==> src/rtl/nes_bus_dma_if.sv <==
// nes_bus_dma_if: CPU, external memory and PPU register bus bundle for the NES bus fabric.
interface nes_bus_dma_if;
    logic [15:0] address;
    logic [7:0]  out;
    logic        we;
    logic        rd;
    logic [7:0]  in;
    logic        ppu_lock;
    logic        lock_cpu;
    logic [15:0] mem_addr;
    logic [7:0]  mem_rdata;
    logic [7:0]  mem_wdata;
    logic        mem_we;
    logic [2:0]  ppu_ra;
    logic [7:0]  ppu_rdata;
    logic [7:0]  ppu_wdata;
    logic        ppu_we;
    logic        ppu_rd;

    modport slave (
        input  address, out, we, rd, ppu_lock, mem_rdata, ppu_rdata,
        output in, lock_cpu, mem_addr, mem_wdata, mem_we, ppu_ra, ppu_wdata, ppu_we, ppu_rd
    );

    modport master (
        output address, out, we, rd, ppu_lock, mem_rdata, ppu_rdata,
        input  in, lock_cpu, mem_addr, mem_wdata, mem_we, ppu_ra, ppu_wdata, ppu_we, ppu_rd
    );
endinterface

==> src/rtl/nes_bus_dma.sv <==
// nes_bus_dma: 6502 bus decode (RAM mirror, PPU registers, external memory), vector override and OAM DMA.
module nes_bus_dma #(
    parameter int          RAM_AW  = 11,
    parameter int          DMA_LEN = 256,
    parameter logic [15:0] DMA_REG = 16'h4014,
    parameter logic [2:0]  OAM_REG = 3'd4,
    parameter bit          VEC_OVR = 1'b1,
    parameter logic [15:0] VEC_NMI = 16'h0004,
    parameter logic [15:0] VEC_RST = 16'h0000,
    parameter logic [15:0] VEC_IRQ = 16'h0001
) (
    input logic          clock,
    input logic          reset_n,
    nes_bus_dma_if.slave bus
);
    localparam int IW = DMA_LEN > 1 ? $clog2(DMA_LEN) : 1;

    typedef enum logic [2:0] {IDLE, DUMMY, ALIGN, RD, WR} state_t;
    typedef enum logic [1:0] {C_MEM, C_PPU, C_VEC} cls_t;

    state_t        state, state_nx;
    cls_t          cls, cls_nx;
    logic          parity;
    logic [7:0]    page, vec_q, vec_nx, rdata;
    logic [IW-1:0] idx;
    logic [15:0]   eff_addr, vec_w;
    logic          eff_we, eff_rd, trig, ram, ppu, last;

    // DMA reads reuse the CPU decode path so page $20-$3F hits the PPU registers.
    always_comb begin
        trig     = state == IDLE && bus.we && bus.address == DMA_REG;
        last     = idx == IW'(DMA_LEN - 1);
        eff_addr = state == RD ? {page, 8'(idx)} : bus.address;
        eff_rd   = state == RD || (state == IDLE && bus.rd);
        eff_we   = state == IDLE && bus.we && !trig;
        ram      = eff_addr[15:13] == 3'd0;
        ppu      = eff_addr[15:13] == 3'd1;
        vec_w    = eff_addr[2:1] == 2'b01 ? VEC_NMI : eff_addr[2:1] == 2'b10 ? VEC_RST : VEC_IRQ;
        vec_nx   = eff_addr[0] ? vec_w[15:8] : vec_w[7:0];
        cls_nx   = VEC_OVR && eff_addr >= 16'hFFFA ? C_VEC : ppu ? C_PPU : C_MEM;
        rdata    = cls == C_VEC ? vec_q : cls == C_PPU ? bus.ppu_rdata : bus.mem_rdata;
    end

    always_ff @(posedge clock or negedge reset_n)
        if (!reset_n)
            state <= IDLE;
        else
            state <= state_nx;

    // ALIGN is taken when the parity following DUMMY would be odd.
    always_comb begin
        state_nx = state;
        unique case (state)
            IDLE:    state_nx = trig ? DUMMY : IDLE;
            DUMMY:   state_nx = parity ? RD : ALIGN;
            ALIGN:   state_nx = RD;
            RD:      state_nx = WR;
            WR:      state_nx = last ? IDLE : RD;
            default: state_nx = IDLE;
        endcase
    end

    always_comb begin
        bus.lock_cpu  = bus.ppu_lock || state != IDLE;
        bus.mem_addr  = ram ? {{(16-RAM_AW){1'b0}}, eff_addr[RAM_AW-1:0]} : eff_addr;
        bus.mem_wdata = bus.out;
        bus.mem_we    = eff_we && !ppu;
        bus.ppu_ra    = state == WR ? OAM_REG : eff_addr[2:0];
        bus.ppu_wdata = state == WR ? rdata : bus.out;
        bus.ppu_we    = state == WR || (eff_we && ppu);
        bus.ppu_rd    = eff_rd && ppu;
        bus.in        = rdata;
    end

    always_ff @(posedge clock or negedge reset_n)
        if (!reset_n) begin
            parity <= 1'b0;
            page   <= 8'h00;
            idx    <= '0;
            cls    <= C_VEC;
            vec_q  <= 8'h00;
        end else begin
            parity <= ~parity;
            cls    <= cls_nx;
            vec_q  <= vec_nx;
            if (trig) begin
                page <= bus.out;
                idx  <= '0;
            end else if (state == WR && !last)
                idx <= idx + IW'(1);
        end
endmodule

==> src/flat_wrapper.sv <==
// flat-port wrapper written by rule: the top's interface ports become plain ports
module nes_bus_dma_flat 
#(
    parameter int          RAM_AW  = 11,
    parameter int          DMA_LEN = 256,
    parameter logic [15:0] DMA_REG = 16'h4014,
    parameter logic [2:0]  OAM_REG = 3'd4,
    parameter bit          VEC_OVR = 1'b1,
    parameter logic [15:0] VEC_NMI = 16'h0004,
    parameter logic [15:0] VEC_RST = 16'h0000,
    parameter logic [15:0] VEC_IRQ = 16'h0001
)
  (clock, reset_n, bus_address, bus_out, bus_we, bus_rd, bus_ppu_lock, bus_mem_rdata, bus_ppu_rdata, bus_in, bus_lock_cpu, bus_mem_addr, bus_mem_wdata, bus_mem_we, bus_ppu_ra, bus_ppu_wdata, bus_ppu_we, bus_ppu_rd);
  nes_bus_dma_if bus_i ();
  input logic clock;
  input logic reset_n;
  input wire logic [$bits(bus_i.address)-1:0] bus_address;
  input wire logic [$bits(bus_i.out)-1:0] bus_out;
  input wire logic [$bits(bus_i.we)-1:0] bus_we;
  input wire logic [$bits(bus_i.rd)-1:0] bus_rd;
  input wire logic [$bits(bus_i.ppu_lock)-1:0] bus_ppu_lock;
  input wire logic [$bits(bus_i.mem_rdata)-1:0] bus_mem_rdata;
  input wire logic [$bits(bus_i.ppu_rdata)-1:0] bus_ppu_rdata;
  output wire logic [$bits(bus_i.in)-1:0] bus_in;
  output wire logic [$bits(bus_i.lock_cpu)-1:0] bus_lock_cpu;
  output wire logic [$bits(bus_i.mem_addr)-1:0] bus_mem_addr;
  output wire logic [$bits(bus_i.mem_wdata)-1:0] bus_mem_wdata;
  output wire logic [$bits(bus_i.mem_we)-1:0] bus_mem_we;
  output wire logic [$bits(bus_i.ppu_ra)-1:0] bus_ppu_ra;
  output wire logic [$bits(bus_i.ppu_wdata)-1:0] bus_ppu_wdata;
  output wire logic [$bits(bus_i.ppu_we)-1:0] bus_ppu_we;
  output wire logic [$bits(bus_i.ppu_rd)-1:0] bus_ppu_rd;
  assign bus_i.address = bus_address;
  assign bus_i.out = bus_out;
  assign bus_i.we = bus_we;
  assign bus_i.rd = bus_rd;
  assign bus_i.ppu_lock = bus_ppu_lock;
  assign bus_i.mem_rdata = bus_mem_rdata;
  assign bus_i.ppu_rdata = bus_ppu_rdata;
  assign bus_in = bus_i.in;
  assign bus_lock_cpu = bus_i.lock_cpu;
  assign bus_mem_addr = bus_i.mem_addr;
  assign bus_mem_wdata = bus_i.mem_wdata;
  assign bus_mem_we = bus_i.mem_we;
  assign bus_ppu_ra = bus_i.ppu_ra;
  assign bus_ppu_wdata = bus_i.ppu_wdata;
  assign bus_ppu_we = bus_i.ppu_we;
  assign bus_ppu_rd = bus_i.ppu_rd;
  nes_bus_dma #(.RAM_AW(RAM_AW), .DMA_LEN(DMA_LEN), .DMA_REG(DMA_REG), .OAM_REG(OAM_REG), .VEC_OVR(VEC_OVR), .VEC_NMI(VEC_NMI), .VEC_RST(VEC_RST), .VEC_IRQ(VEC_IRQ)) u_core (.clock(clock), .reset_n(reset_n), .bus(bus_i));
endmodule
==> config.mk <==
export PLATFORM = sky130hd
export DESIGN_NAME = nes_bus_dma_flat
export DESIGN_NICKNAME = d
export VERILOG_FILES = /design/src/rtl/nes_bus_dma_if.sv /design/src/rtl/nes_bus_dma.sv /design/src/flat_wrapper.sv
export SDC_FILE = /design/constraint.sdc
export NUM_CORES = 1
export LEC_CHECK = 0
export BUFFER_PORTS_ARGS = -buffer_cell sky130_fd_sc_hd__buf_2
export CORE_ASPECT_RATIO = 1.1
export CORE_MARGIN = 8
export CORE_UTILIZATION = 45
export DETAILED_ROUTE_END_ITERATION = 16
export PLACE_DENSITY_LB_ADDON = 0.08
export SLEW_MARGIN = 40
export SYNTH_ARGS = -nofsm -noshare
export SYNTH_HDL_FRONTEND = slang
export SYNTH_SLANG_ARGS = --single-unit
==> constraint.sdc <==
create_clock -name clock -period 5.4 [get_ports clock]
set_clock_uncertainty 0.1 [all_clocks]
set_input_delay 1.08 -clock clock [delete_from_list [all_inputs] [get_ports clock]]
set_output_delay 1.08 -clock clock [all_outputs]
set_load 0.01 [all_outputs]
==> metrics.csv, run 1 <==
metric,value,unit
status,"finished, final reports clean",
whs,0.310,ns
worstSetupEndpointType,output port,
crit_type,flop to output port,
synth_largest_area_cell,dfrtp_1,
die_h,83.1,um
start_util,46.5,%
gr-total-overflow,0,
regToRegEndpoint,u_core.cls[0],
antenna_found_initial,0,
slew_viol_final,0,
numCtsBuffers,3,
wl_per_cell,15.4,um
dp_hpwl,4.31,mm
num_rows,24,
holdPathEnd,u_core.parity,
worstReg2RegStart,u_core.state[1],
core_area,3960,um2
leakage,1.21,nW
rsz0062_at_grt,false,
async_flop_share,100,%
synth_most_common_cell,nand2_1,
syn_to_final_growth,24.8,%
p_int,486,uW
clock.fmax,271,MHz
gp_congestion,0.904,
cts_sinks,24,
cp_max_fo,13,
cts_tree,built,
synth_cell_type_count,43,
synth_mux_area_share,17.2,%
first_iter_violations,65,
synth-simple-area-share,29.9,%
die_area,6400,um2
synth.avg_cell_area,8.49,um2
critPathMaxStageDelay,0.56,ns
diodes,0,
post_cts_buffers,0,
grt_max_degree,25,
synth_fa_ha_area_share,0.679,%
min-delay-start,u_core.parity,
synth_compound_area_share,8.96,%
synth_fp_nets,263,
crit_chain,nand3b_1 > buf_4 > mux2i_1 > or2_2 > a211oi_1 > buf_2,
design.portCount,92,
syn_inst,217,
min_path_cells,1,
synthXorXnorAreaFrac,1.90,%
r2r_slack,3.31,ns
maxCapViolations,0,
ff2ff_path_depth,5,
synth_top_family_by_area,simple AND/OR/NAND/NOR gates,
drive_gt1_share,43.4,%
ctsResizeCount,0,
final_hold_viol_count,0,
p_total,885,uW
ys_seq_area_share,32.7,%
layout_min_cycle_time,3.69,ns
grtUsageTotal,16.0,%
ir_drop,0.000220,V
pre_cts_ws,2.06,ns
clk_pin_slew,0.08,ns
syn-cell-area,1840,um2
synth_top_area_share,31.2,%
drc,0,
swShare,45.1,%
power.density,385,nW/um2
pwr-share-clk,14.4,%
die_x,77.0,um
crit_slowest_cell,dfrtp_1,
setup_violations,0,
synth_edf_count,0,
final_nets,342,
tns,0,ns
power_switching,399,uW
tightest_slew,0.602,ns
worstPathRequired,4.22,ns
firstDrtPassIters,4,
grt_pass1_vias,1789,
clk_latency,0.27,ns
ant_nets,0,
yosys-top-cells-area,"dfrtp_1 31%, nand2_1 12%, mux2_2 9.8%",
ys_ff_latch,24,
slew_headroom,59.8,%
cp-start-kind,flop,
postCtsHoldBufs,0,
num_vias,1767,
synthFlopType,dfrtp_1,
power_frac_seq,31.3,%
setup_slack,1.71,ns
ys_warn_count,0,
routed_via_density,5.09,
cts_buffer_depth,2,
wirelength,5.36,mm
root_buffer,clkbuf_8,
combPwrFrac,54.4,%
hold_path.class,flop to flop,
htree_levels,1,
finalCritPeriodShare,68.3,%
cp_data_arrival_time,2.51,ns
yosys-top-cells-count,"58 x nand2_1, 23 x dfrtp_1, 16 x mux2_2, 16 x nor2_1, 10 x buf_4",
portBuffers,91,
grt_first_pass_wirelength,8.55,mm
## logic make-up (layout without fill, tap and decap cells)
kind of cell	Yosys count	count (layout)
AND/OR/NAND/NOR	110	110
multiplexers	27	27
buffers and inverters	26	104
AO/OA/AOI/OAI	25	25
flip-flops	24	24
XOR/XNOR	4	4
adder cells (fa/ha/maj)	1	1
## area by class of cell
cell class	count	area, um2
clock buffers	4	55.1
fillers	399	1660
inverters	8	30.0
multi-input cells	167	1090
flip-flops and latches	24	602
well taps	52	65.1
repair buffers	92	463
## worst max-delay path: cells and delay by family, from the launching register on
family,cells,cell delay [ns]
DFF,1,0.56
buffers and inverters,2,0.53
and+or+nand+nor,2,0.80
muxes,1,0.14
AOI/OAI and AO/OA,1,0.21
## cell usage in the layout, fill, tap and decap left out, drive strengths merged, types with 2 or more instances in the layout
cell type	count
inv	8
mux2	17
nor4	5
nor2b	3
buf	92
a211oi	4
nand4	6
nand3	4
and4	2
mux2i	10
nor2	18
a21oi	8
nor3	4
xnor2	2
o21ai	6
nand2	58
or2	2
dfrtp	23
a22o	6
xor2	2
clkbuf	4
## per-layer routing
layer  vias to the layer above  wire, um  global-route usage [%]
li1                        898         -                       -
met1                       808      2090                    16.4
met2                        57      2840                    30.1
met3                         4       379                    5.17
met4                         0        39                    3.95
met5                         -         0                       0
## worst max path at each step
stage	startpoint	endpoint	slack, ns	cells past startpoint
floorplan	bus_address[15]	bus_ppu_rd	2.34	4
global placement	u_core.state[1]	bus_ppu_rd	2.00	5
detailed placement	u_core.state[1]	bus_ppu_rd	2.06	6
CTS	u_core.state[1]	bus_ppu_rd	1.77	6
global route	u_core.state[1]	bus_ppu_rd	1.56	6
finish	u_core.state[1]	bus_ppu_rd	1.71	6
## through the flow
step | cell area, um2 | std cells | utilization, %
floorplan | 1840 | 217 | -
detailed placement | 2240 | 343 | 56.5
global route | 2300 | 347 | 58.0
global placement | 2230 | 342 | 56.3
CTS | 2290 | 347 | 57.9
finish | 2300 | 347 | 58.0
## state kept, by name (all words and copies together) (netlist names)
register       flops
u_core.state       3
u_core.idx         8
u_core.cls         2
u_core.page        8
u_core.parity      1
u_core.vec_q       2
## power by group through the flow
stage / Clock [mW] / Combinational (mW) / Sequential [mW]
after floorplan: 0 / 0.368 / 0.248
after global placement: 0 / 0.475 / 0.276
after detailed placement: 0 / 0.482 / 0.276
after CTS: 0.128 / 0.484 / 0.273
after global routing: 0.136 / 0.530 / 0.282
final: 0.127 / 0.481 / 0.277
Power figures use the tool's default switching activity.
==> inputs of run 2 (changes only) <==
--- a/config.mk
+++ b/config.mk
@@ -5,10 +5,11 @@
 export SDC_FILE = /design/constraint.sdc
 export NUM_CORES = 1
 export LEC_CHECK = 0
+export ABC_AREA = 1
 export BUFFER_PORTS_ARGS = -buffer_cell sky130_fd_sc_hd__buf_2
 export CORE_ASPECT_RATIO = 1.1
 export CORE_MARGIN = 8
-export CORE_UTILIZATION = 45
+export CORE_UTILIZATION = 43
 export DETAILED_ROUTE_END_ITERATION = 16
 export PLACE_DENSITY_LB_ADDON = 0.08
 export SLEW_MARGIN = 40
==> constraint.sdc (replaced) <==
create_clock -name clock -period 3.22 [get_ports clock]
set_clock_uncertainty 0.1 [all_clocks]
set_input_delay 0.644 -clock clock [delete_from_list [all_inputs] [get_ports clock]]
set_output_delay 0.644 -clock clock [all_outputs]
set_load 0.01 [all_outputs]
==> metrics.csv, run 2 <==
metric,value,unit
ys_warn_count,0,
syn_to_final_growth,20.3,%
die_area,7210,um2
status,"finished, final reports clean",
first_iter_violations,126,
synth_edf_count,0,
grt_max_degree,26,
power.density,259,nW/um2
start_util,44.2,%
htree_levels,1,
synthFlopType,dfrtp_1,
setup_violations,0,
largest_registers,"u_core.idx x8, u_core.page x8, u_core.state x3",
post-place-cells,430,
clock.fmax,364,MHz
postCtsHoldBufs,0,
diodes,0,
tns,0,ns
leakage,1.42,nW
portBuffers,91,
synth_top_area_share,28.2,%
grtUsageTotal,15.8,%
cp_data_arrival_time,2.00,ns
rsz0062_at_grt,false,
dp_hpwl,4.75,mm
final_nets,425,
post_cts_buffers,0,
synth_largest_area_cell,dfrtp_1,
numCtsBuffers,3,
clk_pin_slew,0.09,ns
grt_first_pass_wirelength,8.96,mm
cp_max_fo,20,
final_hold_viol_count,0,
grt_pass1_vias,1890,
cp.depth,7,
layout_min_cycle_time,2.74,ns
cts_buffer_depth,2,
syn-cell-area,2040,um2
wl_per_cell,13.5,um
cp-start-kind,flop,
yosys-top-cells-area,"dfrtp_1 28%, nand2_1 13%, nor2_1 8.8%",
num-fill-cells,474,
crit_chain,nand3_4 > nand2_2 > nand2_2 > inv_1 > nand3_2 > o21ai_1 > buf_2,
layout.cells.non_filler,434,
drive_gt1_share,36.5,%
tightest_slew,0.556,ns
final_common_cell,buf_2,
ff2ff_path_depth,6,
num_vias,2040,
ir_drop,0.000171,V
design.portCount,92,
die_h,88.3,um
routed_via_density,4.70,
layout_common_cells,"91 x buf_2, 71 x nand2_1, 48 x nor2_1",
gp_congestion,0.858,
ys_ff_latch,24,
syn_inst,303,
crit_top_cell,nand2_2,
ctsResizeCount,0,
hold_path.class,primary input to asynchronous set/reset pin,
synth_cell_type_count,26,
synth_fp_nets,349,
cts_tree,built,
root_buffer,clkbuf_8,
num_rows,26,
slew_headroom,62.9,%
crit_type,flop to output port,
ys_seq_area_share,29.5,%
crit_slowest_cell,dfrtp_1,
core_area,4620,um2
worstPathRequired,2.48,ns
yosys-top-cells-count,"71 x nand2_1, 48 x nor2_1, 42 x inv_1",
synth_most_common_cell,nand2_1,
regArea,602,um2
antenna_found_initial,0,
synth.avg_cell_area,6.74,um2
r2r_slack,1.30,ns
maxCapViolations,0,
die_x,81.7,um
cp-startpoint,u_core.state[0],
worstSetupEndpointType,output port,
ant_nets,0,
slew_viol_final,0,
multi_input_comb_area,1090,um2
wirelength,5.86,mm
gr-total-overflow,0,
cp_num_buf_inv,2,
firstDrtPassIters,4,
drc,0,
critPathMaxStageDelay,0.70,ns
cp-endpoint,bus_ppu_we,
clk_latency,0.27,ns
cp_top_family,flip-flops,
worstReg2RegStart,u_core.state[1],
async_flop_share,100,%
finalCritPeriodShare,85.2,%
regToRegEndpoint,u_core.idx[6],
cts_sinks,24,
run 2: cell families after synthesis:
family / count (synthesis) / synth area share [%]
AO/OA/AOI/OAI: 34 / 9.99
flip-flops: 24 / 29.5
adder cells (fa/ha/maj): 1 / 0.613
buffers and inverters: 67 / 16.9
AND/OR/NAND/NOR: 177 / 43.0
run 2: per-stage QoR:
step,area (um2),worst slack (ns),utilization (%),hold slack (ns),power [mW]
detailed placement,2400,0.801,52.0,0.300,0.436
finish,2450,0.476,53.1,0.243,0.635
floorplan,2040,1.09,-,0.248,0.372
global placement,2400,0.850,52.0,0.300,0.436
CTS,2450,0.492,53.1,0.265,0.642
global route,2450,0.302,53.1,0.288,0.666
run 2: final cells by class:
type	instances	share of cell area (%)
well taps	56	2.85
repair buffers	91	18.6
inverters	47	7.29
clock buffers	4	2.24
flip-flops and latches	24	24.5
multi-input cells	212	44.5
run 2: worst min path at each step:
stage                  startpoint            end  depth (start not counted)
detailed placement  u_core.parity  u_core.parity                          1
CTS                       reset_n  u_core.idx[7]                          1
finish                    reset_n  u_core.idx[7]                          1
global route              reset_n  u_core.idx[7]                          1
floorplan                 reset_n  u_core.cls[0]                          0
global placement    u_core.parity  u_core.parity                          1
run 2: power by group:
group          internal [mW]  switching, mW  leakage, nW
logic                 0.0537         0.0731         1.09
registers              0.301    0.000000612        0.305
clock network          0.109         0.0975       0.0288
total                  0.464          0.171         1.42
run 2: per-layer routing:
| layer | routed length [um] | share of wire, % | global-route usage (%) |
|---|---|---|---|
| met1 | 2560 | 44 | 19.6 |
| met2 | 2850 | 49 | 26.6 |
| met3 | 369 | 6.3 | 2.85 |
| met4 | 80 | 1.4 | 5.27 |
| met5 | 0 | 0 | 0 |
